### config.mk
export PLATFORM = sky130hd
export DESIGN_NAME = mulc_pipe
export DESIGN_NICKNAME = d
export VERILOG_FILES = /design/src/rtl/mulc_pipe.sv
export SDC_FILE = /design/constraint.sdc
export NUM_CORES = 1
export LEC_CHECK = 0
export ABC_CLOCK_PERIOD_IN_PS = 6300
export BUFFER_PORTS_ARGS = -buffer_cell sky130_fd_sc_hd__buf_2
export CELL_PAD_IN_SITES_DETAIL_PLACEMENT = 1
export CELL_PAD_IN_SITES_GLOBAL_PLACEMENT = 2
export CORE_MARGIN = 1.5
export CORE_UTILIZATION = 38
export DETAILED_ROUTE_END_ITERATION = 10
export GPL_TIMING_DRIVEN = 0
export PLACE_DENSITY = 0.85
export SYNTH_ARGS = -nofsm -noshare
export SYNTH_HDL_FRONTEND = slang
export SYNTH_SLANG_ARGS = --single-unit
export TNS_END_PERCENT = 30
### constraint.sdc
create_clock -name CLK -period 6.3 [get_ports CLK]
set_input_delay 0.315 -clock CLK [delete_from_list [all_inputs] [get_ports CLK]]
set_output_delay 0.315 -clock CLK [all_outputs]
set_load 0.01 [all_outputs]
### src/rtl/mulc_pipe.sv
// -----------------------------------------------------------------------------
// mulc_pipe -- pipelined signed multiply-by-coefficient with rounding
//
// Computes D_OUT = clamp((D_IN * coef + 2^(FRAC-1)) >>> FRAC) with the full
// N+CW bit product and round-half-up.  The result leaves the block STAGES
// advance cycles after the sample is accepted.  The coefficient is a
// register loaded through C_WE/C_IN.  Each sample captures the coefficient
// that is current when the sample is accepted, so a later write cannot
// affect a sample that is already in the pipe.
//
// Optional feature (macro MULC_SAT_EN):
//   defined   -> results are saturated to the N-bit signed range, and
//                SAT_OUT flags each clamped sample
//   undefined -> the low N bits are kept (wrap-around), and SAT_OUT is 0
//
// Ports
//   CLK      rising-edge clock
//   RST      synchronous active-high reset (clears valids, outputs, coef)
//   EN       global enable; low freezes every register and ignores inputs
//   R_IN     input sample valid
//   D_IN     input sample (signed, N bits)
//   A_OUT    ready to upstream; a sample is accepted on R_IN && A_OUT
//   C_WE     coefficient write strobe (honoured only when EN=1)
//   C_IN     new coefficient (signed, CW bits, FRAC fractional bits)
//   RDY      downstream ready
//   R_OUT    output valid
//   D_OUT    output sample (signed, N bits)
//   SAT_OUT  current D_OUT was clamped
// -----------------------------------------------------------------------------
module mulc_pipe #(
  parameter int              N         = 16,
  parameter int              CW        = 16,
  parameter int              FRAC      = 15,
  parameter int              STAGES    = 2,
  parameter logic [CW-1:0]   COEF_INIT = CW'(16'h4000)
) (
  input  logic                 CLK,
  input  logic                 RST,
  input  logic                 EN,
  input  logic                 R_IN,
  input  logic signed [N-1:0]  D_IN,
  output logic                 A_OUT,
  input  logic                 C_WE,
  input  logic signed [CW-1:0] C_IN,
  input  logic                 RDY,
  output logic                 R_OUT,
  output logic signed [N-1:0]  D_OUT,
  output logic                 SAT_OUT
);

  localparam int PW = N + CW;
  // The result delay line holds STAGES-1 entries.  With STAGES=1 it holds
  // one entry, which is fed straight from the input.
  localparam int RL = (STAGES > 1) ? STAGES - 1 : 1;
  localparam logic signed [PW-1:0] RND_K = {{(PW-1){1'b0}}, 1'b1} << (FRAC - 1);

`ifdef MULC_SAT_EN
  localparam logic signed [PW-1:0] MAXV = PW'({1'b0, {(N-1){1'b1}}});
  localparam logic signed [PW-1:0] MINV = ~MAXV;
`endif

  // Full-precision product, round-half-up, then an arithmetic shift
  // (a floor).  The rounding constant cannot overflow PW bits.
  function automatic logic signed [PW-1:0] round_shift(
    input logic signed [N-1:0]  d,
    input logic signed [CW-1:0] c
  );
    logic signed [PW-1:0] prod;
    prod = $signed({{CW{d[N-1]}}, d}) * $signed({{N{c[CW-1]}}, c});
    return (prod + RND_K) >>> FRAC;
  endfunction

  // Returns {sat_flag, N-bit result}.
  function automatic logic [N:0] saturate(input logic signed [PW-1:0] v);
`ifdef MULC_SAT_EN
    if (v > MAXV) return {1'b1, 1'b0, {(N-1){1'b1}}};
    if (v < MINV) return {1'b1, 1'b1, {(N-1){1'b0}}};
    return {1'b0, N'(v)};
`else
    return {1'b0, N'(v)};
`endif
  endfunction

  logic                 advance;
  logic signed [CW-1:0] coef;
  logic signed [N-1:0]  calc_d;
  logic signed [CW-1:0] calc_c;
  logic                 calc_v;
  logic [N:0]           calc_o;

  logic signed [N-1:0]  res_p [RL];
  logic                 sat_p [RL];
  logic                 vld_p [RL];

  // While RST is high the pipe counts as empty, so upstream sees ready.
  assign advance = EN && (RST || !R_OUT || RDY);
  assign A_OUT   = advance;

  // Coefficient writes do not depend on advance.  A sample accepted on the
  // same edge still captures the old value.
  always_ff @(posedge CLK) begin
    if (RST)
      coef <= COEF_INIT;
    else if (EN && C_WE)
      coef <= C_IN;
  end

  generate
    if (STAGES == 1) begin : g_direct
      assign calc_d = D_IN;
      assign calc_c = coef;
      assign calc_v = R_IN;
    end else begin : g_p1
      logic signed [N-1:0]  d_p1;
      logic signed [CW-1:0] coef_p1;
      logic                 vld_p1;

      // ---- stage 1: capture the sample together with its coefficient ----
      always_ff @(posedge CLK) begin
        if (RST)
          vld_p1 <= 1'b0;
        else if (advance)
          vld_p1 <= R_IN;
      end

      always_ff @(posedge CLK) begin
        if (advance) begin
          d_p1    <= D_IN;
          coef_p1 <= coef;
        end
      end

      assign calc_d = d_p1;
      assign calc_c = coef_p1;
      assign calc_v = vld_p1;
    end
  endgenerate

  assign calc_o = saturate(round_shift(calc_d, calc_c));

  // ---- stage 2..STAGES: rounded result delay line, last entry is output ----
  always_ff @(posedge CLK) begin
    if (RST) begin
      for (int i = 0; i < RL; i++) vld_p[i] <= 1'b0;
    end else if (advance) begin
      vld_p[0] <= calc_v;
      for (int i = 1; i < RL; i++) vld_p[i] <= vld_p[i-1];
    end
  end

  // Only the output entry is cleared on reset.  The inner entries are
  // qualified by their valid bits.
  always_ff @(posedge CLK) begin
    if (RST) begin
      res_p[RL-1] <= '0;
      sat_p[RL-1] <= 1'b0;
    end else if (advance) begin
      res_p[0] <= calc_o[N-1:0];
      sat_p[0] <= calc_o[N];
      for (int i = 1; i < RL; i++) begin
        res_p[i] <= res_p[i-1];
        sat_p[i] <= sat_p[i-1];
      end
    end
  end

  assign R_OUT   = vld_p[RL-1];
  assign D_OUT   = res_p[RL-1];
  assign SAT_OUT = sat_p[RL-1];

endmodule

* Yosys cells after proc, flatten, opt, wreduce, memory -nomap -nowiden *
Memories as Yosys holds them, arrays and structs flattened.
Index checks and enable logic that the tools add are counted.

word-level totals
  bits in registers = 49
  RAM bits = 17
  output and inout bits = 19
  word-level logic and storage cells = 24
  memories = 2

memories
  name   depth  bits a word  rd ports  clocked after Yosys merged registers in  write ports  line  RTL
  res_p  1      16           1         0                                        1            91    logic signed [N-1:0] res_p [RL];
  vld_p  1      1            1         0                                        1            93    logic vld_p [RL];

cells by class
  add/sub/neg operators = 1
  $mul = 1
  multiplexer cells = 9
  reduce and logical (&&, ||, !) cells = 7

operators by type and width
  operator                  count
  $add A31 B16 Y31 const B  1
  $mul A16 B16 Y31          1
  $mux W16                  1
  $reduce_or A16 Y1         1
  $mux W1                   8
  $logic_and A1 B1 Y1       2
  $logic_or A1 B1 Y1        2
  $logic_not A1 Y1          1
  $reduce_or A1 Y1          1

* Logic depth before layout (Yosys ltp) *
Gate-level depths: netlist of run 1.
An unclocked memory read counts as a cell.

  depth in word-level cells = 10
  depth in mapped cells = 22

* Worst setup path before layout of run 1 *
Ideal clock, no wire load.

  path kind = flip-flop to flip-flop
  from = reg g_p1.d_p1[15], in the netlist calc_d[15]
  to = mem res_p[0][11] (data pin)
  library setup time = 0.264 ns
  arrival time = 5.721 ns
  required time = 6.036 ns
  path slack = 0.315 ns
  cell stages (with the launch flop) = 21
  path buffers = 1
  path through = edfxtp_1 -> clkbuf_1 -> nand2_1 -> inv_1 -> fa_1 -> inv_1 -> fa_1 -> inv_1 -> fa_1 -> fa_1 -> fa_1 -> inv_1 -> fa_1 -> inv_1 -> ha_1 -> and3_1 -> and4_1 -> a21boi_4 -> nand2b_1 -> a211oi_1 -> nor3_1

on the way
  cells in the longest elaborated chain, start to end = 3

ends and longest elaborated chain
  element                   line  RTL
  start: declaration        114   logic signed [N-1:0] d_p1;
  start signal: assignment  128   d_p1 <= D_IN;
  $mul A16 B16 Y31          69    prod = $signed({{CW{d[N-1]}}, d}) * $signed({{N{c[CW-1]}}, c});
  $add A31 B16 Y31          70    return (prod + RND_K) >>> FRAC;
  $mux W16 (no line)        -
  end: declaration          91

No other way between the ends.

* Worst setup path after layout of run 1 *
  from = reg g_p1.coef_p1[15], in the netlist calc_c[15]
  to = mem res_p[0][13] (data pin)

on the way
  cells in the longest elaborated chain, start to end = 3

ends and longest elaborated chain
  element                   line  RTL
  start: declaration        115   logic signed [CW-1:0] coef_p1;
  start signal: assignment  129   coef_p1 <= coef;
  $mul A16 B16 Y31          69
  $add A31 B16 Y31          70
  $mux W16 (no line)        -

No other way between the ends.

==> metrics.txt, run 1 <==
core area=29640 um2; max-cap viol count=0; achievable frequency=160.3 MHz; final WL=approximately 35000 um; post-detail-place hpwl=25890 um; Clock Tree Buf Depth=2; ant diodes=0; Synth Warn #=0; Worst Hold Class=input pin to register; final-report hold violation count=0; Top FF cell, synth=edfxtp_1; num ports=57; max incr delay on CP=between 600 and 700 ps; flops & latches, synth=66; Worst setup SP type=register; PortBufs=between 50 and 60; EDFF count, synth=approximately 50; final core utilization=45.72%; TritonRoute pass-1 iters=5; critical path, cell by cell=inv_2 > buf_6 > nor2_1 > fa_1 > fa_1 > fa_2 > fa_1 > fa_1 > inv_1 > fa_1 > inv_1 > ha_4 > a21o_1 > a21oi_1 > o21ai_1 > a22oi_1 > a21boi_4 > a31oi_2 > xnor2_1 > nor2_1; crit path time final=just over 6000 ps; Sequential cell area=approximately 1800 um2; RePlAce Congestion=0.8406; Die X=between 150 and 200 um; Initial Utilization=roughly two fifths; Slew @ Worst Pin=around 860 ps; GRT Total Usage=23.12%; H-tree depth=3; Critical path buffers and inverters=4; # fillers=about 3400; DRC viols=0; Syn-to-layout area delta=18.14%; final setup fails=0; TritonCTS clock tree=built; Net Count, Synth=1529; clock slew at the register clock pins of the worst setup and hold paths=roughly 80 ps; Clock Sinks=66; cell mode on critical path=fa_1; clock skew=between 15 and 20 ps; GRT overflow=0; number of nets with antenna violations after routing=0; Setup crit end kind=register; max_slew headroom=approximately 42%; post-synthesis sequential area ratio=~16%; CP max-delay cell=fa_1; initial antenna violation count=0; final slew viol count=0; first-pass GRT wire length=approximately 54000 um; count of cell types in the netlist=47; Cell Rows=63; Via Count=8393; wire per inst=20.42 um; Critical Path RT=approximately 6400 ps; maximum fanout along the worst path=10; RSZ-0062 raised after global routing=yes; CP Class=register to register; average size of a mapped cell=a little under 10 um2; largest net degree at the start of global routing=35; vias in the first global route=approximately 9600; DRT iter0 DRCs=459; # nets final=about 1700; CP top delay family=adder cells; Inst Count DP=~1600; total die area=31240 um2; Mapped Cells=approximately 1200; Post-Syn Area=between 10000 and 15000 um2; area of the multi-input gates=about 8700 um2; Async S/R FF share, synth=0%; worst skew pair latency=between 300 and 400 ps; Non-Filler Instances=1693; crit share post-route=a little over nine tenths; critical path arrival=6320 ps; outcome=completed; clock root cell=clkbuf_16; vias per inst=roughly 5; total CTS buffers=9; Die Ht=approximately 180 um; ratio of cells with drive above 1 in the final layout=approximately 18%
-- final timing paths --
check | startpoint | slack, ps | cells after the start | endpoint
worst max-delay path | calc_c[15] | 60 | 20 | res_p[0][13]
worst min-delay path | D_IN[13] | 130 | 1 | calc_d[13]
worst max register to register | calc_c[15] | 60 | 20 | res_p[0][13]
worst min register to register | coef[0] | 430 | 0 | calc_c[0]
-- state kept, by name (all words and copies together), names as in the netlist --
name / cells
calc_v: 1
calc_c: 16
coef: 16
calc_d: 16
vld_p: 1
res_p: 16
-- cells in the mapped netlist, types with 2 or more instances --
| cell type | instances | area (um2) |
|---|---|---|
| nand2_1 | 170 | 638.1 |
| a211oi_2 | 3 | 37.54 |
| a21o_1 | 4 | 30.03 |
| fa_1 | 256 | 5125 |
| nor3_1 | 5 | 25.02 |
| a21oi_1 | 33 | 165.2 |
| clkbuf_1 | 38 | 142.6 |
| ha_1 | 75 | 938.4 |
| dfxtp_1 | 17 | 340.3 |
| nand3_1 | 5 | 25.02 |
| o21ai_0 | 10 | 50.05 |
| nand4_1 | 3 | 18.77 |
| xnor2_1 | 20 | 175.2 |
| nor2b_1 | 4 | 25.02 |
| xor2_1 | 4 | 35.03 |
| edfxtp_1 | 49 | 1471 |
| and2_1 | 118 | 738.2 |
| a211oi_1 | 2 | 15.01 |
| nand2b_1 | 7 | 43.79 |
| inv_1 | 279 | 1047 |
| nor2_1 | 29 | 108.9 |
| o21bai_1 | 4 | 30.03 |
-- routing by layer --
| layer | routed length [um] | part of all wire [%] | vias to the layer above | GRT usage [%] |
|---|---|---|---|---|
| met5 | 0 | 0 | - | 0 |
| met4 | 1461 | 4.2 | 0 | 10.49 |
| met3 | 1847 | 5.3 | 82 | 3.501 |
| met2 | 17200 | 50 | 252 | 39.35 |
| met1 | 14070 | 41 | 4361 | 29.03 |
| li1 | - | - | 3698 | - |
-- timing repair --
action	in CTS	in global routing
pin swaps	7	41
cloned	0	2
hold endpoints to repair	0	0
setup buffers	37	33
gates resized for setup	70	79
endpoints found under the setup margin	16	13
hold buffers	0	0
-- final cells by class --
cell class	instances	area share [%]
flip-flops and latches	66	13.37
clock inverters	5	0.3416
plain buffers	40	2.401
well taps	390	3.601
clock buffers	11	2.031
multi-input cells	775	64.13
inverters	279	7.756
repair buffers	127	6.371
-- cell families after synthesis --
family,after synthesis,share of synthesized area [%]
other,1,0.03269
AOI/OAI and AO/OA,72,4.396
xor gates and xnor gates,24,1.833
adders and majority gates,331,52.86
and+or+nand+nor,347,14.61
DFF,66,15.80
buffers and inverters,319,10.47
-- stage by stage --
stage	setup TNS [ps]	worst slack [ps]	hold slack, ps	area [um2]
global route	-554.9	-127.6	121.0	13550
global placement	-10380	-860.4	413.0	12230
floorplan	0	315.0	408.1	11470
CTS	0	2.039	114.7	13030
detailed placement	-9521	-820.4	418.1	12230
finish	0	63.02	125.4	13550
-- cells in the final DEF (no fill, tap or decap), types with 3 or more instances in the layout --
master       n
nand3_1      5
and2_1     115
inv_6        3
edfxtp_1    49
ha_1        68
inv_2        5
fa_2        12
o21ai_0      5
nor2b_1      3
o21bai_1     3
a21oi_2      3
clkbuf_2     6
clkbuf_16   11
a21o_1       4
buf_2       58
o21ai_1      3
nand2_1    167
buf_12       3
dfxtp_1     17
xor2_1       4
fa_1       244
nor2_1      29
clkbuf_4     7
a211oi_2     3
nand4_1      3
nand2_2      3
buf_4       67
inv_1      273
buf_8        4
buf_6       12
a21oi_1     31
xnor2_1     20
and2_4       3
ha_4         7
nand2b_1     6
nor3_1       3
clkbuf_1     8
-- worst register-to-register path: cells and delay by family (launching register included) --
| kind | cells | cell delay (ps) |
|---|---|---|
| AO/OA/AOI/OAI | 6 | 1250 |
| flip-flops | 1 | 530 |
| adder cells (fa/ha/maj) | 7 | 3350 |
| AND/OR/NAND/NOR | 2 | 230 |
| buffers and inverters | 4 | 390 |
| XOR/XNOR | 1 | 220 |
Power of run 1 is left out: the tool's default activity adds up to more than one toggle a clock period on the data nets, which glitch-free logic cannot reach.
==> run 2, diff against run 1 <==
Settings changed: CORE_ASPECT_RATIO from default to 1.1, RECOVER_POWER from default to 25.
==> run 2 against run 1 <==
  * Final cell count is 2.2% lower
  * Sequential share of layout area grew 0.28 points
  * Flip-flop and latch count stayed put
==> metrics.txt, run 2 (same netlist as run 1, synthesis figures left out) <==
outcome=completed; Setup crit end kind=register; cts hold-fix bufs=0; total CTS buffers=9; M1 GR Usage=~28%; max_slew headroom=45.14%; most frequent cells in the layout=inv_1 (275), fa_1 (252), nand2_1 (169), and2_1 (116), ha_1 (70); TritonCTS clock tree=built; # nets final=approximately 1600; layer with the highest usage=met2; Critical Path RT=6380 ps; PortBufs=55; setup TNS=0 ps; first-pass GRT wire length=~54000 um; pre-CTS WS=-962.0 ps; H-tree depth=3; crit path time final=around 6200 ps; GRT overflow=0; total die area=31240 um2; clock root cell=clkbuf_16; wire per inst=20.40 um; num ports=57; largest net degree at the start of global routing=35; vias in the first global route=9658; clock skew=just over 9 ps; vias per inst=4.995; final-report hold violation count=0; Syn-to-layout area delta=15.69%; DRT iter0 DRCs=353; ant diodes=0; DRC viols=0; Worst Setup Slack, final=~75 ps; crit path from=calc_c[6]; Cell Rows=between 60 and 70; final slew viol count=0; RSZ-0062 raised after global routing=yes; final WL=between 30000 and 40000 um; RePlAce Congestion=just under 0.9; Reg2Reg Launch Point=calc_c[6]; Die X=between 150 and 200 um; R2R Setup Slk=70 ps; crit share post-route=98.81%; met3 usage=roughly 2.5%; final setup fails=0; critical path arrival=approximately 6300 ps; met2 Use GR=about two fifths; CP Class=register to register; Initial Utilization=roughly two fifths; number of nets with antenna violations after routing=0; clock slew at the register clock pins of the worst setup and hold paths=about 60 ps; Worst Hold Class=input pin to register; Die Ht=around 190 um; ratio of cells with drive above 1 in the final layout=roughly 15%; Clock Sinks=66; initial antenna violation count=0; core area=just under 30000 um2; hold_ws=~150 ps; post-detail-place hpwl=26300 um; worst skew pair latency=~340 ps; most common cell after layout, fill and taps aside=inv_1; Slew @ Worst Pin=a little over 800 ps; TritonRoute pass-1 iters=5; achievable frequency=between 150 and 200 MHz; Via Count=roughly 8300; Clock Tree Buf Depth=2; Worst setup SP type=register; hold_sp=D_IN[4]; GRT Total Usage=23.16%; maximum fanout along the worst path=5; max-cap viol count=0
==> run 2: cell count changes in the layout (fill, tap and decap cells not counted), moves of 3 or more <==
cell,before,now
buf_4,67,47
clkbuf_2,6,9
buf_6,12,7
fa_1,244,252
inv_2,5,2
clkbuf_4,7,10
ha_4,7,4
fa_2,12,4
==> run 2: critical path, cell delays in order (launching register included) <==
cell and delay [ps]:
edfxtp_1 530, buf_8 200, and2_4 150, fa_1 490, inv_1 50, fa_1 480
fa_1 500, inv_1 50, fa_1 480, fa_1 530, inv_1 50, fa_1 500
inv_2 50, ha_4 220, a211oi_2 270, o211ai_1 180, a211oi_4 270, buf_12 160
o21ai_4 80, buf_6 140, a41oi_4 230, nor2b_1 70, o311a_1 290
==> run 2: through the flow <==
step | area [um2] | util, % | cells
2_1_floorplan | 11470 | - | 1160
3_3_place_gp | 12210 | 41.20 | 1589
3_5_place_dp | 12210 | 41.20 | 1589
4_1_cts | 13030 | 43.95 | 1647
5_1_grt | 13270 | 44.76 | 1656
6_report | 13270 | 44.76 | 1656
==> run 2: timing repair <==
item / in CTS / in global routing
gates resized for setup: 68 / 39
cloned: 0 / 0
setup buffers: 42 / 8
pin swaps: 8 / 21
setup endpoints to repair: 16 / 13
==> run 2: metal layers <==
metal | up-vias | wire length [um]
met2 | 229 | 16950
met5 | - | 0
met3 | 86 | 1644
met4 | 0 | 1898
li1 | 3652 | -
met1 | 4304 | 13290
==> run 2: cell type report <==
| cell class | count | area (um2) |
|---|---|---|
| well taps | 374 | 467.9 |
| plain buffers | 40 | 291.5 |
| repair buffers | 106 | 701.9 |
| inverters | 279 | 1051 |
| flip-flops and latches | 66 | 1812 |
| multi-input cells | 775 | 8620 |
| fillers | 3373 | 16380 |
| clock inverters | 7 | 100.1 |
| clock buffers | 9 | 225.2 |
==> run 2: worst paths after layout <==
check / to / cells after the start
setup / recovery: res_p[0][9] / 22
hold / removal: calc_d[4] / 1
setup reg to reg: res_p[0][9] / 22
hold reg to reg: calc_c[3] / 0
Power of run 2 is left out for the same reason.
==> run 3, diff against run 2 <==
--- a/config.mk
+++ b/config.mk
@@ -6,5 +6,5 @@
 export NUM_CORES = 1
 export LEC_CHECK = 0
-export ABC_CLOCK_PERIOD_IN_PS = 6300
+export ABC_CLOCK_PERIOD_IN_PS = 7700
 export BUFFER_PORTS_ARGS = -buffer_cell sky130_fd_sc_hd__buf_2
 export CELL_PAD_IN_SITES_DETAIL_PLACEMENT = 1
@@ -12,8 +12,8 @@
 export CORE_ASPECT_RATIO = 1.1
 export CORE_MARGIN = 1.5
-export CORE_UTILIZATION = 38
+export CORE_UTILIZATION = 35
 export DETAILED_ROUTE_END_ITERATION = 10
 export GPL_TIMING_DRIVEN = 0
-export PLACE_DENSITY = 0.85
+export PLACE_DENSITY = 0.77
 export RECOVER_POWER = 25
 export SYNTH_ARGS = -nofsm -noshare
==> constraint.sdc (replaced) <==
create_clock -name CLK -period 7.7 [get_ports CLK]
set_input_delay 0.385 -clock CLK [delete_from_list [all_inputs] [get_ports CLK]]
set_output_delay 0.385 -clock CLK [all_outputs]
set_load 0.1 [all_outputs]
==> run 3 against run 2 <==
  * Maximum frequency down 14%
  * Final area down 4.6%
  * Global-route usage down 3.3 points
  * Clock skew down 1.1 ps
  * Via count down 5.3%
  * First-iteration DRC count down 31%
  * Sequential share of layout area up 0.66 points
  * Worst hold slack better by 74 ps
  * Clock-buffer cell count unchanged
  * Flip-flop and latch count unchanged
  * Register-to-register slack better by 400 ps
  * Critical endpoint is now res_p[0][11]
  * Highest routed layer unchanged
==> metrics.txt, run 3 (same netlist as run 1, synthesis figures left out) <==
GRT overflow=0; final setup fails=0; Via Count=~8000; vias per inst=between 4 and 5; most frequent cells in the layout=inv_1 (278), fa_1 (256), nand2_1 (170), and2_1 (117), ha_1 (75); most common cell after layout, fill and taps aside=inv_1; clock slew at the register clock pins of the worst setup and hold paths=approximately 60 ps; final slew viol count=0; wire per inst=18.60 um; max-cap viol count=0; M1 GR Usage=~26%; crit path time final=a little over 7000 ps; setup TNS=0 ps; number of nets with antenna violations after routing=0; Initial Utilization=between 30% and 40%; Die X=~180 um; Setup crit end kind=register; DRT iter0 DRCs=roughly 240; ratio of cells with drive above 1 in the final layout=about 7.0%; max_slew headroom=43.43%; core area=32290 um2; number of post-CTS setup repair buffers=0; Clock Sinks=66; TritonRoute pass-1 iters=5; Critical Path RT=between 7000 and 8000 ps; post-CTS sizing=0; met3 usage=between 2 and 3%; Cell Rows=69; ant diodes=0; final WL=approximately 31000 um; Slew @ Worst Pin=about 840 ps; # nets final=1596; Worst setup SP type=register; DRC viols=0; CP Class=register to register; TritonCTS clock tree=built; worst skew pair latency=between 300 and 400 ps; RSZ-0062 raised after global routing=no; first-pass GRT wire length=between 50000 and 60000 um; RePlAce Congestion=0.8485; outcome=completed; Clock Tree Buf Depth=2; maximum fanout along the worst path=10; largest net degree at the start of global routing=35; Syn-to-layout area delta=10.33%; clock root cell=clkbuf_16; total die area=33870 um2; crit share post-route=93.89%; Worst Hold Class=input pin to register; cts hold-fix bufs=0; initial antenna violation count=0; critical path arrival=7290 ps; placement-stage cell area=approximately 12000 um2; vias in the first global route=between 9000 and 10000; achievable frequency=138.3 MHz; Die Ht=between 150 and 200 um; post-detail-place hpwl=approximately 26000 um; clock skew=slightly above 8 ps; H-tree depth=3; met2 Use GR=between 30% and 40%; PortBufs=between 50 and 60; GRT Total Usage=approximately 20%; final-report hold violation count=0; num ports=57; layer with the highest usage=met2; total CTS buffers=9; Final Cell Area=between 10000 and 15000 um2
[run 3: cell count changes in the layout (fill, tap and decap cells not counted), moves of 4 or more]
cell	change
buf_4	-46
a21oi_2	-4
fa_1	+4
ha_4	-4
fa_2	-4
clkbuf_2	-9
a21oi_1	+4
clkbuf_1	+29
buf_8	-4
clkbuf_4	-10
buf_6	-7
ha_1	+5
[run 3: critical path, cell delays in order, from the launching register on]
cell      delay (ps)
edfxtp_1         670
clkbuf_1         540
nand2_1          170
fa_1             540
fa_1             470
fa_1             550
inv_1             50
fa_1             510
fa_1             490
inv_1             50
fa_1             470
inv_1             40
ha_1             310
a211oi_1         340
o211ai_1         150
a211oi_2         580
o21ai_4          190
a21boi_4         290
nand2b_1         140
a211oi_1         300
nor3_1            70
[run 3: worst paths after layout]
path | start | to | slack (ps) | cells after the start
max reg2reg | calc_d[10] | res_p[0][11] | 470 | 20
min | D_IN[1] | calc_d[1] | 220 | 1
min reg2reg | coef[2] | calc_c[2] | 430 | 0
max | calc_d[10] | res_p[0][11] | 470 | 20
[run 3: layout make-up]
class                   count  area [um2]
plain buffers              40       153.9
clock buffers               9       225.2
clock inverters             7       123.9
fillers                  3717       19630
inverters                 279        1047
multi-input cells         775        8457
flip-flops and latches     66        1812
well taps                 426       533.0
repair buffers             56       302.8
[run 3: through the flow]
stage / setup slack [ps] / utilization, % / hold WS (ps) / std cells
finish: 470.3 / 39.19 / 224.7 / 1658
detailed placement: 447.8 / 38.03 / 418.3 / 1641
global route: 95.72 / 39.19 / 217.3 / 1658
CTS: 438.1 / 39.11 / 212.2 / 1657
floorplan: 1715 / - / 408.1 / 1160
global placement: 533.2 / 38.03 / 413.5 / 1641
[run 3: metal layers]
| metal | wire, um | vias up |
|---|---|---|
| li1 | - | 3557 |
| met2 | 15690 | 110 |
| met4 | 490 | 0 |
| met3 | 1068 | 29 |
| met1 | 13580 | 4135 |
| met5 | 0 | - |
Power of run 3 is left out for the same reason.
